$ cat src/rtl/fifo_rr_pkg.sv
// rtl/fifo_rr_pkg.sv - shared types, constants and helpers for fifo_rr_ctrl
package fifo_rr_pkg;

    typedef enum logic [1:0] {
        IDLE = 2'd0,
        CAPT = 2'd1,
        HOLD = 2'd2
    } rd_state_t;

    localparam int STAT_W  = 16;
    localparam int MAX_REQ = 8;

    function automatic logic [2:0] onehot_to_idx(input logic [MAX_REQ-1:0] oh);
        logic [2:0] idx;
        idx = '0;
        for (int i = 0; i < MAX_REQ; i++) begin
            if (oh[i]) idx = 3'(i);
        end
        return idx;
    endfunction

endpackage

$ cat src/rtl/fifo_rr_ctrl_if.sv
// rtl/fifo_rr_ctrl_if.sv - requester, FIFO-pin and output-stream bundle for fifo_rr_ctrl
// FIFO_RR_STATS_EN adds the grant_cnt/stall_cnt statistics signals.
interface fifo_rr_ctrl_if
    import fifo_rr_pkg::*;
#(
    parameter int DATA_WIDTH = 8,
    parameter int DEPTH      = 8,
    parameter int NUM_REQ    = 2
);
    localparam int CW = $clog2(DEPTH) + 1;

    logic [NUM_REQ-1:0]            req_valid;
    logic [NUM_REQ*DATA_WIDTH-1:0] req_data;
    logic [NUM_REQ-1:0]            req_ready;
    logic                          fifo_wren;
    logic [DATA_WIDTH-1:0]         fifo_wdata;
    logic                          fifo_rden;
    logic [DATA_WIDTH-1:0]         fifo_rdata;
    logic                          fifo_full;
    logic                          fifo_empty;
    logic                          out_valid;
    logic [DATA_WIDTH-1:0]         out_data;
    logic                          out_ready;
    logic [CW-1:0]                 count;
`ifdef FIFO_RR_STATS_EN
    logic [NUM_REQ*STAT_W-1:0]     grant_cnt;
    logic [STAT_W-1:0]             stall_cnt;
`endif

    modport master (
        input  req_valid, req_data, fifo_rdata, fifo_full, fifo_empty, out_ready,
        output req_ready, fifo_wren, fifo_wdata, fifo_rden, out_valid, out_data, count
`ifdef FIFO_RR_STATS_EN
        , output grant_cnt, stall_cnt
`endif
    );

    modport slave (
        output req_valid, req_data, fifo_rdata, fifo_full, fifo_empty, out_ready,
        input  req_ready, fifo_wren, fifo_wdata, fifo_rden, out_valid, out_data, count
`ifdef FIFO_RR_STATS_EN
        , input grant_cnt, stall_cnt
`endif
    );

endinterface

$ cat src/rtl/fifo_rr_ctrl_arbiter.sv
// rtl/fifo_rr_ctrl_arbiter.sv - rr_arbiter: combinational round-robin grant with rotating pointer
module rr_arbiter
    import fifo_rr_pkg::*;
#(
    parameter int N = 2
) (
    input  logic         clk,
    input  logic         rst,
    input  logic [N-1:0] req,
    input  logic         en,
    output logic [N-1:0] grant
);
    localparam int PW = (N > 1) ? $clog2(N) : 1;

    logic [PW-1:0] ptr;
    logic [N-1:0]  mask;
    logic [N-1:0]  hi;
    logic [N-1:0]  pick;
    logic [2:0]    gidx;

    // Requests at or above the pointer win; otherwise wrap to the lowest index.
    always_comb begin
        mask = '0;
        for (int i = 0; i < N; i++) begin
            mask[i] = (i >= int'(ptr));
        end
        hi    = req & mask;
        pick  = (|hi) ? hi : req;
        grant = en ? (pick & (~pick + N'(1))) : '0;
        gidx  = onehot_to_idx(MAX_REQ'(grant));
    end

    always_ff @(posedge clk) begin
        if (rst) begin
            ptr <= '0;
        end else if (|grant) begin
            ptr <= (gidx == 3'(N - 1)) ? '0 : PW'(gidx + 3'd1);
        end
    end

endmodule

$ cat src/rtl/fifo_rr_ctrl.sv
// rtl/fifo_rr_ctrl.sv - round-robin FIFO write sharing plus registered read stream
// FIFO_RR_STATS_EN adds saturating grant_cnt/stall_cnt counters.
module fifo_rr_ctrl
    import fifo_rr_pkg::*;
#(
    parameter int DATA_WIDTH = 8,
    parameter int DEPTH      = 8,
    parameter int NUM_REQ    = 2
) (
    input  logic          clk,
    input  logic          rst,
    fifo_rr_ctrl_if.master bus
);
    localparam int CW = $clog2(DEPTH) + 1;

    logic [NUM_REQ-1:0]    grant;
    logic                  can_wr;
    logic                  wren;
    logic                  rden;
    logic [DATA_WIDTH-1:0] wdata;
    logic [CW-1:0]         count;
    logic                  out_valid;
    logic [DATA_WIDTH-1:0] out_data;
    rd_state_t             state;
    rd_state_t             next_state;

    assign can_wr = !bus.fifo_full && (count < CW'(DEPTH));

    rr_arbiter #(.N(NUM_REQ)) u_arb (
        .clk   (clk),
        .rst   (rst),
        .req   (bus.req_valid),
        .en    (can_wr && !rst),
        .grant (grant)
    );

    always_comb begin
        wdata = '0;
        for (int i = 0; i < NUM_REQ; i++) begin
            if (grant[i]) wdata = wdata | bus.req_data[i*DATA_WIDTH +: DATA_WIDTH];
        end
    end

    assign wren = |grant;

    always_ff @(posedge clk) begin
        if (rst) state <= IDLE;
        else     state <= next_state;
    end

    // Reads also require !fifo_empty so a flag/count disagreement can never underflow the FIFO.
    always_comb begin
        next_state = state;
        rden       = 1'b0;
        if (!rst) begin
            case (state)
                IDLE: begin
                    if (count != '0 && !bus.fifo_empty) begin
                        rden       = 1'b1;
                        next_state = CAPT;
                    end
                end
                CAPT: next_state = HOLD;
                HOLD: begin
                    if (bus.out_ready) begin
                        if (count != '0 && !bus.fifo_empty) begin
                            rden       = 1'b1;
                            next_state = CAPT;
                        end else begin
                            next_state = IDLE;
                        end
                    end
                end
                default: next_state = IDLE;
            endcase
        end
    end

    always_ff @(posedge clk) begin
        if (rst) begin
            out_valid <= 1'b0;
            out_data  <= '0;
        end else if (state == CAPT) begin
            out_valid <= 1'b1;
            out_data  <= bus.fifo_rdata;
        end else if (state == HOLD && bus.out_ready) begin
            out_valid <= 1'b0;
        end
    end

    always_ff @(posedge clk) begin
        if (rst) begin
            count <= '0;
        end else begin
            case ({wren, rden})
                2'b10:   count <= count + CW'(1);
                2'b01:   count <= count - CW'(1);
                default: count <= count;
            endcase
        end
    end

`ifdef FIFO_RR_STATS_EN
    logic [NUM_REQ*STAT_W-1:0] grant_cnt;
    logic [STAT_W-1:0]         stall_cnt;

    always_ff @(posedge clk) begin
        if (rst) begin
            grant_cnt <= '0;
            stall_cnt <= '0;
        end else begin
            for (int i = 0; i < NUM_REQ; i++) begin
                if (grant[i] && grant_cnt[i*STAT_W +: STAT_W] != '1) begin
                    grant_cnt[i*STAT_W +: STAT_W] <= grant_cnt[i*STAT_W +: STAT_W] + STAT_W'(1);
                end
            end
            if (|bus.req_valid && !can_wr && stall_cnt != '1) begin
                stall_cnt <= stall_cnt + STAT_W'(1);
            end
        end
    end

    assign bus.grant_cnt = grant_cnt;
    assign bus.stall_cnt = stall_cnt;
`endif

    assign bus.req_ready  = grant;
    assign bus.fifo_wren  = wren;
    assign bus.fifo_wdata = wdata;
    assign bus.fifo_rden  = rden;
    assign bus.out_valid  = out_valid;
    assign bus.out_data   = out_data;
    assign bus.count      = count;

    a_no_wr_full: assert property (@(posedge clk) disable iff (rst) !(wren && bus.fifo_full));
    a_no_rd_empty: assert property (@(posedge clk) disable iff (rst) !(rden && bus.fifo_empty));
    a_out_stable: assert property (@(posedge clk) disable iff (rst)
        (out_valid && !bus.out_ready) |=> $stable(out_data));

endmodule

$ cat src/flat_wrapper.sv
// flat-port wrapper written by rule: the top's interface ports become plain ports
module fifo_rr_ctrl_flat import fifo_rr_pkg::*;
#(
    parameter int DATA_WIDTH = 8,
    parameter int DEPTH      = 8,
    parameter int NUM_REQ    = 2
)
  (clk, rst, bus_req_valid, bus_req_data, bus_fifo_rdata, bus_fifo_full, bus_fifo_empty, bus_out_ready, bus_req_ready, bus_fifo_wren, bus_fifo_wdata, bus_fifo_rden, bus_out_valid, bus_out_data, bus_count);
  fifo_rr_ctrl_if #(.DATA_WIDTH(DATA_WIDTH), .DEPTH(DEPTH), .NUM_REQ(NUM_REQ)) bus_i ();
  input  logic clk;
  input  logic rst;
  input wire logic [$bits(bus_i.req_valid)-1:0] bus_req_valid;
  input wire logic [$bits(bus_i.req_data)-1:0] bus_req_data;
  input wire logic [$bits(bus_i.fifo_rdata)-1:0] bus_fifo_rdata;
  input wire logic [$bits(bus_i.fifo_full)-1:0] bus_fifo_full;
  input wire logic [$bits(bus_i.fifo_empty)-1:0] bus_fifo_empty;
  input wire logic [$bits(bus_i.out_ready)-1:0] bus_out_ready;
  output wire logic [$bits(bus_i.req_ready)-1:0] bus_req_ready;
  output wire logic [$bits(bus_i.fifo_wren)-1:0] bus_fifo_wren;
  output wire logic [$bits(bus_i.fifo_wdata)-1:0] bus_fifo_wdata;
  output wire logic [$bits(bus_i.fifo_rden)-1:0] bus_fifo_rden;
  output wire logic [$bits(bus_i.out_valid)-1:0] bus_out_valid;
  output wire logic [$bits(bus_i.out_data)-1:0] bus_out_data;
  output wire logic [$bits(bus_i.count)-1:0] bus_count;
  assign bus_i.req_valid = bus_req_valid;
  assign bus_i.req_data = bus_req_data;
  assign bus_i.fifo_rdata = bus_fifo_rdata;
  assign bus_i.fifo_full = bus_fifo_full;
  assign bus_i.fifo_empty = bus_fifo_empty;
  assign bus_i.out_ready = bus_out_ready;
  assign bus_req_ready = bus_i.req_ready;
  assign bus_fifo_wren = bus_i.fifo_wren;
  assign bus_fifo_wdata = bus_i.fifo_wdata;
  assign bus_fifo_rden = bus_i.fifo_rden;
  assign bus_out_valid = bus_i.out_valid;
  assign bus_out_data = bus_i.out_data;
  assign bus_count = bus_i.count;
  fifo_rr_ctrl #(.DATA_WIDTH(DATA_WIDTH), .DEPTH(DEPTH), .NUM_REQ(NUM_REQ)) u_core (.clk(clk), .rst(rst), .bus(bus_i));
endmodule
$ cat config.mk
export PLATFORM = sky130hd
export DESIGN_NAME = fifo_rr_ctrl_flat
export DESIGN_NICKNAME = d
export VERILOG_FILES = /design/src/rtl/fifo_rr_pkg.sv /design/src/rtl/fifo_rr_ctrl_if.sv /design/src/rtl/fifo_rr_ctrl_arbiter.sv /design/src/rtl/fifo_rr_ctrl.sv /design/src/flat_wrapper.sv
export SDC_FILE = /design/constraint.sdc
export NUM_CORES = 1
export LEC_CHECK = 0
export CAP_MARGIN = 20
export CORE_MARGIN = 2
export CORE_UTILIZATION = 31
export DETAILED_ROUTE_END_ITERATION = 7
export GPL_TIMING_DRIVEN = 0
export PLACE_DENSITY = 0.86
export SLEW_MARGIN = 10
export SYNTH_ARGS = -nofsm -noshare
export SYNTH_HDL_FRONTEND = slang
export SYNTH_SLANG_ARGS = --single-unit
$ cat constraint.sdc
create_clock -name clk -period 2.7 [get_ports clk]
set_clock_uncertainty 0.2 [all_clocks]
set_input_delay 0.54 -clock clk [delete_from_list [all_inputs] [get_ports clk]]
set_output_delay 0.54 -clock clk [all_outputs]
set_load 0.05 [all_outputs]
Word level (Yosys, flattened, before mapping)
Index checks and enable logic that the tools add are counted.
{ "word_totals": {"latch_bits": 0, "mem_bits_ro": 0, "ramBits": 0, "n_memories": 0, "word_cells": 53, "ff_bits": 16} }
{ "classes": {"bitwise_logic": 4, "n_mux": 17, "n_reduce_logical": 14, "magnitude_cmp": 2, "multipliers": 0, "n_eq_ne": 7, "shift": 0, "addsub": 4, "n_div": 0} }
{ "ops": {"columns": ["op", "count"], "rows": [
  ["$mux W8", 2],
  ["$mux W1", 8],
  ["$mux W2", 4],
  ["$or A8 B8 Y8", 1],
  ["$pmux W4 S2", 1],
  ["$pmux W2 S3", 1],
  ["$add A4 B1 Y4 const B", 1],
  ["$and A2 B2 Y2", 2],
  ["$eq A2 B1 Y1 const B", 2],
  ["$eq A2 B2 Y1 const B", 2],
  ["$logic_and A1 B1 Y1", 4],
  ["$lt A4 B4 Y1 const B", 1],
  ["$reduce_bool A2 Y1", 2],
  ["$reduce_bool A4 Y1", 1],
  ["$reduce_or A2 Y1", 2],
  ["$sub A4 B1 Y4 const B", 1],
  ["$eq A3 B1 Y1 const B", 1],
  ["$logic_not A1 Y1", 3],
  ["$add A2 B1 Y2 const B", 1],
  ["$logic_not A2 Y1", 1],
  ["$ne A2 B1 Y1 const B", 1],
  ["$ne A2 B2 Y1 const B", 1],
  ["$not A2 Y2", 1],
  ["$pmux W1 S2", 1],
  ["other kinds (3)", 3]
]} }

Logic depth before layout (Yosys ltp)
{ "logic_depth": {"word_depth": 11, "depth_mapped": 10, "mapped_depth_nobuf": 9} }

Hierarchy
Synthesis repeated with hierarchy kept, for this count alone.
{ "hier_totals": {"cells_unflattened": 100, "area_unflattened_um2": 793.3} }
{ "by_module_without_submodules": {"columns": ["mod", "seq_area_each_um2", "area_per_inst_um2", "instances", "cells_per_inst"], "rows": [
  ["fifo_rr_ctrl", 300.3, 730.7, 1, 91],
  ["rr_arbiter", 20.0, 62.6, 1, 9]
]} }

Least setup slack after synthesis
Ideal clock, no wire load.
{ "synth_path": {"path_type": "input to register", "from": "in rst", "to": "reg u_core.count[3], in the netlist u_core.bus.count[3]", "stages": 9, "path_buffers": 1, "setup_ns": 0.071, "slack_ns": -1.223, "t_arrival_ns": 3.653, "path_cell_list": "buf_2 > or3_1 > nor3_1 > ha_1 > ha_1 > a21oi_1 > a21oi_1 > or4_1 > a21oi_1"} }
{ "synth_between": {"word_cells_on_any_way": 9, "cone_classes": "eq/ne: 2; mux: 3; reduce/logical: 4"} }
{ "synth_lines": {"columns": ["item", "line_no", "text"], "rows": [
  ["start, declared", "flat_wrapper.sv:11", "input logic rst;"],
  ["$mux W1 (*)", "fifo_rr_ctrl.sv:55", "if (!rst) begin"],
  ["via bus_fifo_rden", "flat_wrapper.sv:21", "output wire logic [$bits(bus_i.fifo_rden)-1:0] bus_fifo_rden;"],
  ["$eq A2 B1 Y1 / $eq A2 B2 Y1 (equally long branches)", "fifo_rr_ctrl.sv:95", "case ({wren, rden})"],
  ["$pmux W4 S2 / $reduce_bool A2 Y1 (equally long branches)", null, null],
  ["end signal, assigned", "fifo_rr_ctrl.sv:96", "2'b10: count <= count + CW'(1);"],
  ["end signal, assigned", "fifo_rr_ctrl.sv:97", "2'b01: count <= count - CW'(1);"],
  ["end signal, assigned", "fifo_rr_ctrl.sv:98", "default: count <= count;"],
  ["end, declared", "fifo_rr_ctrl.sv:21", "logic [CW-1:0] count;"]
]} }
The timed path passes the listed nets; every way through them passes the cells marked *.
A chain may end at the register's enable or synchronous reset.

Worst setup path after layout
{ "layout_path": {"from": "in bus_req_valid[0]", "to": "out bus_fifo_wdata[3]"} }
{ "layout_between": {"elab_chain_len": 10} }
{ "layout_rtl": {"columns": ["item", "line_no", "text"], "rows": [
  ["start, declared", "flat_wrapper.sv:12", "input wire logic [$bits(bus_i.req_valid)-1:0] bus_req_valid;"],
  ["$and A2 B2 Y2", "fifo_rr_ctrl_arbiter.sv:27", "hi = req & mask;"],
  ["$reduce_or A2 Y1", "fifo_rr_ctrl_arbiter.sv:28", "pick = (|hi) ? hi : req;"],
  ["$mux W2 (*)", "fifo_rr_ctrl_arbiter.sv:28", null],
  ["$not A2 Y2", "fifo_rr_ctrl_arbiter.sv:29", "grant = en ? (pick & (~pick + N'(1))) : '0;"],
  ["$add A2 B1 Y2", "fifo_rr_ctrl_arbiter.sv:29", null],
  ["$and A2 B2 Y2 (*)", "fifo_rr_ctrl_arbiter.sv:29", null],
  ["$mux W2 (*)", "fifo_rr_ctrl_arbiter.sv:29", null],
  ["$mux W8", "fifo_rr_ctrl.sv:40", "if (grant[i]) wdata = wdata | bus.req_data[i*DATA_WIDTH +: DATA_WIDTH];"],
  ["$or A8 B8 Y8", "fifo_rr_ctrl.sv:40", null],
  ["$mux W8 (*)", "fifo_rr_ctrl.sv:40", null],
  ["end, declared", "flat_wrapper.sv:20", "output wire logic [$bits(bus_i.fifo_wdata)-1:0] bus_fifo_wdata;"]
]} }
Every way passes the cells marked *; elsewhere a longest branch is shown, timed or not.

==> results.cfg <==
[cts]
postCtsHoldBufs = 0
cts_tree = yes
clk_root_buffer_cell = clkbuf_4
htree_num_levels = 1
clk_pin_slew_ns = 0.09
cts_buffers = 3
clockBufferDepth = 2
worstSkewPairLatency_ns = 0.30
cts_sinks = 16

[timing]
fmax_mhz = 377.3
fin_crit_ns = 2.651
tightest_slew_ns = 0.5191
slew_headroom_pct = 65.29
rsz0062_at_grt = no
finalSetupViolCount = 0
timing.final.crit_share_pct = 98.17
hold_violations = 0
maxSlewViolCount = 0
setup_ws_ns = 0.04936

[global_route]
grt_pass1_wl_um = 3912
grt_max_degree = 11
met2_usage_pct = 29.76
gr-total-overflow = 0
grt_pass1_vias = 887
antenna_found_initial = 0
grt_use_met1_pct = 21.82
grt_use_total_pct = 18.03
grt-busiest-layer = met2
grtUsageMet3_pct = 4.570

[power_and_ir_drop]
total_power_mw = 0.6673
p_leak_nw = 0.6008
ir_worst_vdd_mv = 0.4030
power.density_mw_per_mm2 = 439.3

[route]
drt_wl_total_um = 2675
wl_per_cell_um = 14.01
vias = 946
first_iter_violations = 12
vias_per_cell = 4.953
drc = 0
first_pass_iters = 4
drtAntennaViolNets = 0

[setup_path]
path_cells = clkdlybuf4s50_1 > nand2b_1 > and3_1 > buf_2 > a22o_1 > buf_4
worstPathArrival_ns = 1.91
cpMaxStageDelayCell = clkdlybuf4s50_1
max_stage_delay_ns = 0.53
cp_max_fo = 9
required_ns = 1.96
worstSetupPathType = input port to output port
crit_buf_inv = 3
start_kind = input port
end_kind = output port
path_delay_family = buffers and inverters

[die]
pin_count = 56
num_rows = 18
core_region_area_mm2 = 0.002477
die_h_um = 55.02
die_w_um = 55.02
die-area_mm2 = 0.003027
start_util_pct = 32.58

[synth]
yosysMostFrequentCell = nand2_1
ys.flop_type = dfxtp_1
synth.net_count = 136
synth_common_cells = 18 x nand2_1, 16 x dfxtp_1, 15 x a21oi_1
synth_compound_area_share_pct = 20.16
synth_top_family_by_area = simple AND/OR/NAND/NOR gates
synthTopCellsByArea = dfxtp_1 40%, a21oi_1 9.3%, a22o_1 8.7%, nand2_1 8.4%, ha_1 4.7%
synth-xor-area-share_pct = 2.171
ys_ff_latch = 16
ys.warnings.count = 0
synth_top_area_cell = dfxtp_1
ys_async_sr_fraction_pct = 0
synth_cells = 101
synth_edf_count = 0
ys_types = 23
synthAdderAreaFrac_pct = 7.132
netlist_area_um2 = 807.0
synthMuxAreaShare_pct = 0
synth.avg_cell_area_um2 = 7.990
seq_area_frac_synth_pct = 39.69
synth_top_area_share_pct = 39.69
synthSimpleGateAreaFrac_pct = 25.74

[min_path]
hp-class = input port to flip-flop

[run_status]
outcome = completed

[placed_design]
globalplace.congestion = 0.7613
dpl_worst_slack_ns = -0.6513
port_buffers = 54
hpwl_um = 2048
dpl_cell_area_mm2 = 0.001448

[finish]
finalCoreUtilization_pct = 61.31
drive_gt1_share_pct = 22.98
fin_area_mm2 = 0.001519
syn_to_final_growth_pct = 88.22
num_antenna_cells = 0
fin_nets = 197

[run]
drv_cap = 0
[layer usage]
layer	part of all wire [%]	up-vias
met4	1.6	0
met1	39	437
met5	0	-
met3	7.0	5
met2	52	37
li1	-	467
[layout make-up]
class | count | area, µm²
Multi-Input combinational cell | 75 | 538.0
Timing Repair Buffer | 56 | 533.0
Fill cell | 226 | 958.4
Inverter | 4 | 15.01
Clock buffer | 4 | 36.28
Tap cell | 30 | 37.54
Sequential cell | 16 | 320.3
Buffer | 6 | 38.79
[path summary, 6_finish.rpt]
| kind | startpoint | to | slack (ns) | cells past startpoint |
|---|---|---|---|---|
| hold / removal | rst | u_core.bus.out_data[6] | 0.22 | 2 |
| setup / recovery | bus_req_valid[0] | bus_fifo_wdata[3] | 0.05 | 6 |
| setup reg to reg | u_core.bus.count[0] | u_core.bus.count[3] | 0.20 | 8 |
| hold reg to reg | u_core.bus.out_data[0] | u_core.bus.out_data[0] | 0.26 | 2 |
[layout by cell type, fill, tap and decap left out, types with 3 or more instances in the layout]
master / netlist / final
a21oi_1: 15 / 12
nor2_1: 8 / 8
clkbuf_1: 3 / 3
inv_1: 4 / 3
clkdlybuf4s50_1: 0 / 39
a22o_1: 8 / 8
dfxtp_1: 16 / 16
nand2_1: 18 / 18
buf_4: 0 / 9
clkbuf_4: 0 / 4
dlymetal6s2s_1: 0 / 3
buf_2: 3 / 4
[registers in the layout, indices dropped and copies added (netlist names)]
signal	flops
u_core.bus.out_data	8
u_core.bus.out_valid	1
u_core.state	2
u_core.u_arb.ptr	1
u_core.bus.count	4
[per-stage QoR]
| step | hold WS (ns) | instances | setup TNS (ns) |
|---|---|---|---|
| after floorplan | 0.2696 | 101 | -0.5678 |
| after global placement | 0.2396 | 185 | -6.367 |
| after detailed placement | 0.2468 | 185 | -7.740 |
| after CTS | 0.2017 | 189 | 0 |
| after global routing | 0.2122 | 191 | 0 |
| final | 0.2227 | 191 | 0 |
[cell families (layout without fill, tap and decap cells)]
group | after synthesis | after routing
and+or+nand+nor | 43 | 43
AOI/OAI and AO/OA | 26 | 26
DFF | 16 | 16
buffers and inverters | 10 | 70
adders and majority gates | 4 | 4
xor gates and xnor gates | 2 | 2
[what timing repair did]
action / 4_1_cts / 5_1_grt
buffers inserted: 0 / 2
endpoints found under the setup margin: 13 / 11
gates resized for setup: 58 / 28
pin swaps: 1 / 8
[power breakdown]
group          total, mW  internal, mW  switching (mW)
logic              0.241         0.107           0.134
clock network      0.164        0.0824          0.0814
registers          0.263         0.250          0.0131
(Power assumes the default switching activity.)
